===== config.mk =====
export PLATFORM = sky130hd
export DESIGN_NAME = int_pc_seq
export DESIGN_NICKNAME = d
export VERILOG_FILES = /design/src/rtl/int_pkg.sv /design/src/rtl/next_pc_mux.sv /design/src/rtl/int_pc_seq.sv
export SDC_FILE = /design/constraint.sdc
export NUM_CORES = 1
export LEC_CHECK = 0
export BUFFER_PORTS_ARGS = -buffer_cell sky130_fd_sc_hd__buf_2
export CAP_MARGIN = 10
export CORE_MARGIN = 3
export CORE_UTILIZATION = 40
export CTS_CLUSTER_DIAMETER = 100
export DETAILED_ROUTE_END_ITERATION = 10
export HOLD_SLACK_MARGIN = 0.02
export PLACE_DENSITY = 0.73
export SETUP_SLACK_MARGIN = 0.05
export SLEW_MARGIN = 20
export SYNTH_ARGS = -nofsm -noshare
export SYNTH_HDL_FRONTEND = slang
export SYNTH_SLANG_ARGS = --single-unit
export TNS_END_PERCENT = 30

===== constraint.sdc =====
create_clock -name clk -period 6.5 [get_ports clk]
set_clock_uncertainty 0.2 [all_clocks]
set_input_delay 0.975 -clock clk [delete_from_list [all_inputs] [get_ports clk]]
set_output_delay 0.975 -clock clk [all_outputs]
set_load 0.1 [all_outputs]

===== src/rtl/int_pkg.sv =====
// Shared types and constants for the interrupt entry/return sequencer.
package int_pkg;

  // Sequencer state: running normal code or executing an interrupt handler
  typedef enum logic {
    RUN     = 1'b0,
    HANDLER = 1'b1
  } state_t;

  // Handler entry addresses supplied by the arbiter for each request line
  localparam logic [31:0] IR1_ADDR = 32'h0000_0009;
  localparam logic [31:0] IR2_ADDR = 32'h0000_00C8;
  localparam logic [31:0] IR3_ADDR = 32'h0000_016C;

  // Fetch address after reset
  localparam logic [31:0] DEFAULT_RESET_PC = 32'h0000_0000;

endpackage


===== src/rtl/next_pc_mux.sv =====
// Priority selector for the next fetch address and the pipeline flush pair.
// Interrupt entry beats handler return, which beats branch, jump and stall.
module next_pc_mux
  import int_pkg::*;
(
  input  state_t      state_i,
  input  logic        int_i,
  input  logic        eret_dec_i,
  input  logic        b_i,
  input  logic        j_i,
  input  logic        stall_i,
  input  logic [31:0] pc_i,
  input  logic [31:0] pc_plus1_i,
  input  logic [31:0] iaddr_i,
  input  logic [31:0] epc_i,
  input  logic [31:0] baddr_i,
  input  logic [31:0] jaddr_i,
  output logic [31:0] next_pc_o,
  output logic        flush_ifid_o,
  output logic        flush_idex_o
);

  // First matching redirect wins; a stall only matters when nothing redirects
  always_comb begin
    next_pc_o    = pc_plus1_i;
    flush_ifid_o = 1'b0;
    flush_idex_o = 1'b0;
    if (int_i && (state_i == RUN)) begin
      next_pc_o    = iaddr_i;
      flush_ifid_o = 1'b1;
      flush_idex_o = 1'b1;
    end else if (eret_dec_i && (state_i == HANDLER)) begin
      next_pc_o    = epc_i;
      flush_ifid_o = 1'b1;
      flush_idex_o = 1'b1;
    end else if (b_i) begin
      next_pc_o    = baddr_i;
      flush_ifid_o = 1'b1;
      flush_idex_o = 1'b1;
    end else if (j_i) begin
      next_pc_o    = jaddr_i;
      flush_ifid_o = 1'b1;
    end else if (stall_i) begin
      next_pc_o    = pc_i;
    end
  end

endmodule


===== src/rtl/int_pc_seq.sv =====
// Interrupt entry/return sequencer: owns the PC register, tracks whether a
// handler is running, counts interrupts and handler cycles, and flags
// protocol misuse (interrupt inside a handler, ERET outside one).
module int_pc_seq
  import int_pkg::*;
#(
  parameter logic [31:0] RESET_PC = DEFAULT_RESET_PC,
  parameter int          CNT_W    = 16
) (
  input  logic             clk,
  input  logic             CLR,
  input  logic             Int,
  input  logic [31:0]      Iaddr,
  input  logic [31:0]      EPC,
  input  logic             eret_dec,
  input  logic             J,
  input  logic [31:0]      Jaddr,
  input  logic             B,
  input  logic [31:0]      Baddr,
  input  logic             stall,
  output logic [31:0]      PC,
  output logic [31:0]      PC_plus1,
  output logic             flush_ifid,
  output logic             flush_idex,
  output logic             eret,
  output logic             in_handler,
  output logic [7:0]       int_cnt,
  output logic [CNT_W-1:0] hcycles,
  output logic             err
);

  state_t           state_q, state_d;
  logic [31:0]      pc_q, pc_d;
  logic             eret_q, eret_d;
  logic [7:0]       int_cnt_q, int_cnt_d;
  logic [CNT_W-1:0] hcycles_q, hcycles_d;
  logic             err_q, err_d;
  logic             mux_flush_ifid, mux_flush_idex;

  assign PC_plus1 = pc_q + 32'd1;

  next_pc_mux u_next_pc_mux (
    .state_i      (state_q),
    .int_i        (Int),
    .eret_dec_i   (eret_dec),
    .b_i          (B),
    .j_i          (J),
    .stall_i      (stall),
    .pc_i         (pc_q),
    .pc_plus1_i   (PC_plus1),
    .iaddr_i      (Iaddr),
    .epc_i        (EPC),
    .baddr_i      (Baddr),
    .jaddr_i      (Jaddr),
    .next_pc_o    (pc_d),
    .flush_ifid_o (mux_flush_ifid),
    .flush_idex_o (mux_flush_idex)
  );

  // Flushes are suppressed while CLR is held so the pipeline sees a quiet reset
  assign flush_ifid = mux_flush_ifid & ~CLR;
  assign flush_idex = mux_flush_idex & ~CLR;

  assign PC         = pc_q;
  assign eret       = eret_q;
  assign in_handler = (state_q == HANDLER);
  assign int_cnt    = int_cnt_q;
  assign hcycles    = hcycles_q;
  assign err        = err_q;

  // Next state, return pulse, counters and sticky error from this cycle's requests
  always_comb begin
    state_d   = state_q;
    eret_d    = 1'b0;
    int_cnt_d = int_cnt_q;
    hcycles_d = hcycles_q;
    err_d     = err_q;
    if (state_q == HANDLER && hcycles_q != {CNT_W{1'b1}}) begin
      hcycles_d = hcycles_q + CNT_W'(1);
    end
    if (Int && (state_q == RUN)) begin
      state_d   = HANDLER;
      int_cnt_d = int_cnt_q + 8'd1;
      hcycles_d = '0;
    end else if (eret_dec && (state_q == HANDLER)) begin
      state_d = RUN;
      eret_d  = 1'b1;
    end
    if ((Int && (state_q == HANDLER)) || (eret_dec && (state_q == RUN))) begin
      err_d = 1'b1;
    end
  end

  // State, PC and bookkeeping registers, cleared asynchronously by CLR
  always_ff @(posedge clk or posedge CLR) begin
    if (CLR) begin
      state_q   <= RUN;
      pc_q      <= RESET_PC;
      eret_q    <= 1'b0;
      int_cnt_q <= 8'd0;
      hcycles_q <= '0;
      err_q     <= 1'b0;
    end else begin
      state_q   <= state_d;
      pc_q      <= pc_d;
      eret_q    <= eret_d;
      int_cnt_q <= int_cnt_d;
      hcycles_q <= hcycles_d;
      err_q     <= err_d;
    end
  end

endmodule


==> results of run 1 <==
==> area by class of cell <==
| class | instances | area, um2 |
|---|---|---|
| well taps | 136 | 170 |
| multi-input cells | 417 | 2730 |
| fillers | 1007 | 4720 |
| clock buffers | 11 | 131 |
| inverters | 17 | 63.8 |
| clock inverters | 5 | 77.6 |
| flip-flops and latches | 59 | 1480 |
| repair buffers | 234 | 1190 |
==> sequential cells by signal (all words and copies together) (netlist names) <==
register / cells
int_cnt: 8
hcycles: 16
err: 1
PC: 32
in_handler: 1
eret: 1
==> per-stage QoR <==
stage	utilization	power, mW	setup WS, ns	cell area, um2	std cells
2_1_floorplan	-	1.67	1.30	4420	528
3_3_place_gp	0.533	1.94	2.76	5620	863
3_5_place_dp	0.533	1.95	2.71	5620	863
4_1_cts	0.553	2.32	2.31	5830	879
5_1_grt	0.553	2.40	2.17	5830	879
6_report	0.553	2.32	2.30	5830	879
==> layer usage <==
metal / up-vias / track usage / routed length (um)
li1: 2433 / - / -
met5: - / 0 / 13
met3: 61 / 0.0524 / 1540
met4: 2 / 0.115 / 646
met1: 2578 / 0.367 / 7370
met2: 339 / 0.465 / 8870
==> worst reg2reg max path, cell delays in order, from the launching register on <==
cell and delay (ns):
dfrtp_1 0.82, nand2_1 0.19, inv_2 0.57, or3_1 0.62, o221ai_1 0.23, a211oi_1 0.25
==> synthesized netlist by cell type, drive strengths merged, types with 3 or more instances <==
library cell,instances,share of area
a211o,9,0.018
a211oi,9,0.015
a21o,3,0.0051
a21oi,26,0.029
a221o,6,0.014
a221oi,10,0.020
a222oi,5,0.011
a22o,12,0.024
a22oi,5,0.0085
a31oi,9,0.013
and3,6,0.0085
buf,9,0.015
clkbuf,26,0.023
dfrtp,59,0.33
ha,3,0.0085
inv,17,0.014
mux2i,11,0.025
nand2,43,0.037
nand2b,5,0.0071
nand3,27,0.032
nand4,14,0.026
nor2,44,0.037
nor2b,3,0.0042
nor3,21,0.024
nor4,17,0.031
o211ai,3,0.0051
o21a,4,0.0068
o21ai,29,0.033
o221ai,4,0.0079
o22ai,17,0.024
o31ai,3,0.0051
or3,10,0.016
xnor2,21,0.042
xor2,16,0.032
==> logic make-up (layout without fill, tap and decap cells) <==
| family | count (synthesis) | count (layout) |
|---|---|---|
| compound gates | 166 | 166 |
| xor+xnor | 37 | 37 |
| fa+ha+maj | 3 | 3 |
| buf+inv | 52 | 267 |
| flops | 59 | 59 |
| mux | 12 | 12 |
| simple gates | 199 | 199 |
==> power by group <==
group / total, mW / leakage (nW) / switching (mW) / internal [mW]
Clock: 0.373 / 0.103 / 0.158 / 0.215
Combinational: 1.40 / 1.94 / 1.15 / 0.241
Sequential: 0.555 / 0.730 / 0.118 / 0.437
==> worst max path at each step <==
stage / end / depth (start not counted) / startpoint / slack (ns)
floorplan: PC_plus1[20] / 6 / PC[0] / 1.30
global placement: flush_idex / 5 / B / 2.76
detailed placement: PC_plus1[28] / 6 / PC[0] / 2.71
CTS: PC_plus1[28] / 6 / PC[0] / 2.31
global route: PC_plus1[28] / 6 / PC[0] / 2.17
finish: PC_plus1[24] / 6 / PC[0] / 2.30
==> out/metrics.cfg, run 1 <==
[global_route]
overflow = 0
grt_usage = 0.283
grt_pass1_wl_um = 28300
grt_max_degree = 60
first_global_vias = 5367
antenna_found_initial = 1

[setup_path]
worstRegToRegCells = 5
slowest_stage = or3_1
path_class = flip-flop to primary output
crit_path_end_kind = primary output
path_max_fanout = 8
crit_arrival_ns = 3.02
path_cells = ha_1 > nand3_2 > or3_1 > nor3_1 > xnor2_1 > buf_2
start_kind = flip-flop
cp_top_family = simple AND/OR/NAND/NOR gates
critPathBufInv = 1
slowest_delay_ns = 0.60
r2r-start = in_handler
crit_required_ns = 5.32
rrSetupSlack_ns = 3.53
r2r-end = PC[24]

[clocking]
cts_tree = built
cts_resized = 0
cts_max_path_buffers = 2
h-tree-depth = 3
worstSkewPairLatency_ns = 0.34
cts_setup_buffers = 0
cts-root-buf = clkbuf_8
clkSlewWorstSetupHoldPaths_ns = 0.08
postCtsHoldBufs = 0
cts_buffers = 9
cts_sinks = 59

[placement]
dp_hpwl_um = 13400
gp_congestion = 0.947
numPortBuffers = 227

[timing]
post-route-period-util = 0.646
hold_viol = 0
slew_headroom = 0.412
fin_crit_ns = 4.20
whs_ns = 0.271
clock.fmax_ghz = 0.238
slew_viol_final = 0
worst_pin_slew_ns = 0.882
rsz0062_at_grt = no
tns_ns = 0
finalSetupViolations = 0

[worst_hold_path]
holdPathStages = 1
hp-start = int_cnt[7]
hold_class = flip-flop to flip-flop
worstHoldEndpoint = int_cnt[7]

[logic_synthesis]
synth_area_um2 = 4420
synthSimpleGateAreaFrac = 0.238
synth-seq-cells = 59
synth_edf_count = 0
synth_top_family_by_area = compound AO/OA/AOI/OAI gates
synth_xor_area_frac = 0.0733
synth.distinct_cells = 65
synth_adder_area_share = 0.00849
ys.flop_type = dfrtp_1
synthMuxAreaShare = 0.0283
synth_warnings = 0
synth_nets = 666
synthArstFlopShare = 1.00
ys_seq_area_frac = 0.334
synth_area_per_cell_um2 = 8.37
syn_inst = 528
synth_compound_area_frac = 0.266

[pwr]
leakagePower_nw = 2.77
power.density_nw_per_um2 = 398
peakVddDrop_uv = 296

[die]
core_um2 = 10600
die_h_um = 111
row_count = 37
io_pins = 228
start_util = 0.419
die_area_um2 = 12400
die_width_um = 111

[job]
cap_violations = 0

[detailed_routing]
vias_per_cell = 6.16
ant_nets = 0
vias = 5413
routed_wl_um = 18400
drtIter0Drc = 549
wl_per_cell_um = 21.0
dr.pass1.iters = 5
drcViolationCount = 0

[finish]
layout_commonest_cell = buf_2
layout_common_cells = buf_2 (227), dfrtp_1 (59), nor2_1 (44)
area_growth_pct = 31.9
drive_above_1_share = 0.366
nets = 876
diodes = 0

[outcome]
outcome = finished, final reports clean

Power figures use the tool's default switching activity.
==> inputs of run 2 (changes only) <==
- clock period: 6.5 -> 4.2 ns (I/O delays scaled with it)
==> out/metrics.cfg, run 2 (same netlist as run 1, synthesis figures left out) <==
[outcome]
outcome = finished, final reports clean  ; unchanged

[global_route]
grt.met2_usage = 0.479  ; was 0.465
grtUsageMet3 = 0.0491  ; was 0.0524
grt_usage = 0.284  ; was 0.283
antenna_found_initial = 1  ; unchanged
first_global_vias = 5209  ; was 5367
grt_max_degree = 38  ; was 60
grt_pass1_wl_um = 28300  ; about the same
grt_util_met1 = 0.364  ; was 0.367
top_usage_layer = met2  ; unchanged
overflow = 0  ; unchanged

[setup_path]
critPathBufInv = 1  ; unchanged
worstRegToRegCells = 6  ; was 5
path_max_fanout = 8  ; unchanged
start_kind = flip-flop  ; unchanged
r2r-end = PC[26]  ; was PC[24]
rrSetupSlack_ns = 1.40  ; was 3.53 ns
crit_required_ns = 3.37  ; was 5.32 ns
crit_path_end_kind = primary output  ; unchanged
crit_arrival_ns = 3.07  ; was 3.02 ns
cp_top_family = simple AND/OR/NAND/NOR gates  ; unchanged
r2r-start = PC[0]  ; was in_handler
slowest_delay_ns = 0.59  ; was 0.60 ns
path_class = flip-flop to primary output  ; unchanged
slowest_stage = or3_1  ; unchanged
path_cells = ha_1 > nand3_2 > or3_1 > nor4_2 > xor2_4 > buf_2  ; was ha_1 > nand3_2 > or3_1 > nor3_1 > xnor2_1 > buf_2

[finish]
layout_commonest_cell = buf_2  ; unchanged
nets = 881  ; was 876
finalNonFillerCells = 885  ; was 879
largest_register_ffs = 32  ; unchanged
final_area_um2 = 5970  ; was 5830 um2
drive_above_1_share = 0.381  ; was 0.366
layout_common_cells = buf_2 (225), dfrtp_1 (59), nor2_1 (44)  ; was buf_2 (227), dfrtp_1 (59), nor2_1 (44)
area_growth_pct = 34.9  ; was 31.9%

[clocking]
cts_resized = 0  ; unchanged
cts_setup_buffers = 0  ; unchanged
cts_buffers = 9  ; unchanged
cts_sinks = 59  ; unchanged
h-tree-depth = 3  ; unchanged
cts_max_path_buffers = 2  ; unchanged
postCtsHoldBufs = 0  ; unchanged
worstSkewPairLatency_ns = 0.35  ; was 0.34 ns
cts_tree = built  ; unchanged
cts-root-buf = clkbuf_8  ; unchanged
clkSlewWorstSetupHoldPaths_ns = 0.07  ; was 0.08 ns

[timing]
rsz0062_at_grt = no  ; unchanged
hold_viol = 0  ; unchanged
finalSetupViolations = 0  ; unchanged
fin_crit_ns = 3.90
slew_headroom = 0.410  ; was 0.412
tns_ns = 0  ; unchanged
post-route-period-util = 0.928
worst_pin_slew_ns = 0.886  ; was 0.882 ns
clock.fmax_ghz = 0.256
slew_viol_final = 0  ; unchanged

[pwr]
power.density_nw_per_um2 = 599  ; was 398 nW/um2
leakagePower_nw = 2.83  ; was 2.77 nW
peakVddDrop_uv = 618  ; was 296 uV
fin_total_pwr_mw = 3.57  ; was 2.32 mW

[detailed_routing]
vias_per_cell = 6.12  ; was 6.16
vias = 5419  ; was 5413
drtIter0Drc = 584  ; was 549
ant_nets = 0  ; unchanged
wl_per_cell_um = 20.5  ; was 21.0 um
routed_wl_um = 18200  ; was 18400 um
dr.pass1.iters = 6  ; was 5
drcViolationCount = 0  ; unchanged

[worst_hold_path]
hp-start = int_cnt[7]  ; unchanged
holdPathStages = 1  ; unchanged
hold_class = flip-flop to flip-flop  ; unchanged
worstHoldEndpoint = int_cnt[7]  ; unchanged

[placement]
post-place-cells = 868  ; was 863
dp_hpwl_um = 13500  ; was 13400 um
numPortBuffers = 227  ; unchanged
gp_congestion = 0.955  ; was 0.947
place_area_um2 = 5770  ; was 5620 um2

[die]
die_area_um2 = 12400  ; unchanged
io_pins = 228  ; unchanged
row_count = 37  ; unchanged
core_um2 = 10600  ; unchanged
start_util = 0.419  ; unchanged
die_width_um = 111  ; unchanged
die_h_um = 111  ; unchanged

[job]
cap_violations = 0  ; unchanged

[run 2: changes by cell type in the layout (fill, tap and decap cells not counted), moves of 2 or more]
cell	before	now
buf_4	7	12
xor2_1	16	12
xnor2_1	21	18
xnor2_2	0	3
buf_12	0	2
buf_2	227	225
clkbuf_1	2	0
nor2b_2	2	0
xor2_2	0	2
xor2_4	0	2
[run 2: worst max-delay path by stage]
stage | depth (start not counted) | start | endpoint | slack [ns]
finish | 6 | PC[0] | PC_plus1[26] | 0.30
global route | 6 | PC[0] | PC_plus1[26] | 0.15
CTS | 6 | PC[0] | PC_plus1[26] | 0.33
detailed placement | 6 | PC[0] | PC_plus1[26] | 0.71
global placement | 6 | PC[0] | PC_plus1[26] | 0.79
floorplan | 6 | PC[4] | PC_plus1[27] | -0.35
[run 2: cell type report]
class | instances | area, um2
clock inverter | 7 | 68.8
antenna | 1 | 2.50
timing repair buffer | 239 | 1260
multi-input combinational | 417 | 2800
sequential | 59 | 1480
inverter | 17 | 63.8
fill | 1012 | 4590
clock buffer | 9 | 124
tap | 136 | 170
[run 2: report_power, final]
| part | switching (mW) | internal, mW | total [mW] |
|---|---|---|---|
| sequential | 0.181 | 0.676 | 0.856 |
| clock | 0.250 | 0.271 | 0.522 |
| combinational | 1.80 | 0.394 | 2.19 |
[run 2: per-stage QoR]
stage,worst slack (ns),util,hold slack (ns)
3_3_place_gp,0.793,0.547,0.249
5_1_grt,0.155,0.565,0.303
4_1_cts,0.330,0.565,0.276
2_1_floorplan,-0.354,-,0.555
6_report,0.301,0.565,0.265
3_5_place_dp,0.706,0.547,0.265
[run 2: routing by layer]
layer,vias up,share of wire
li1,2443,-
met1,2582,0.38
met2,350,0.50
met3,44,0.095
met4,0,0.027
met5,-,0
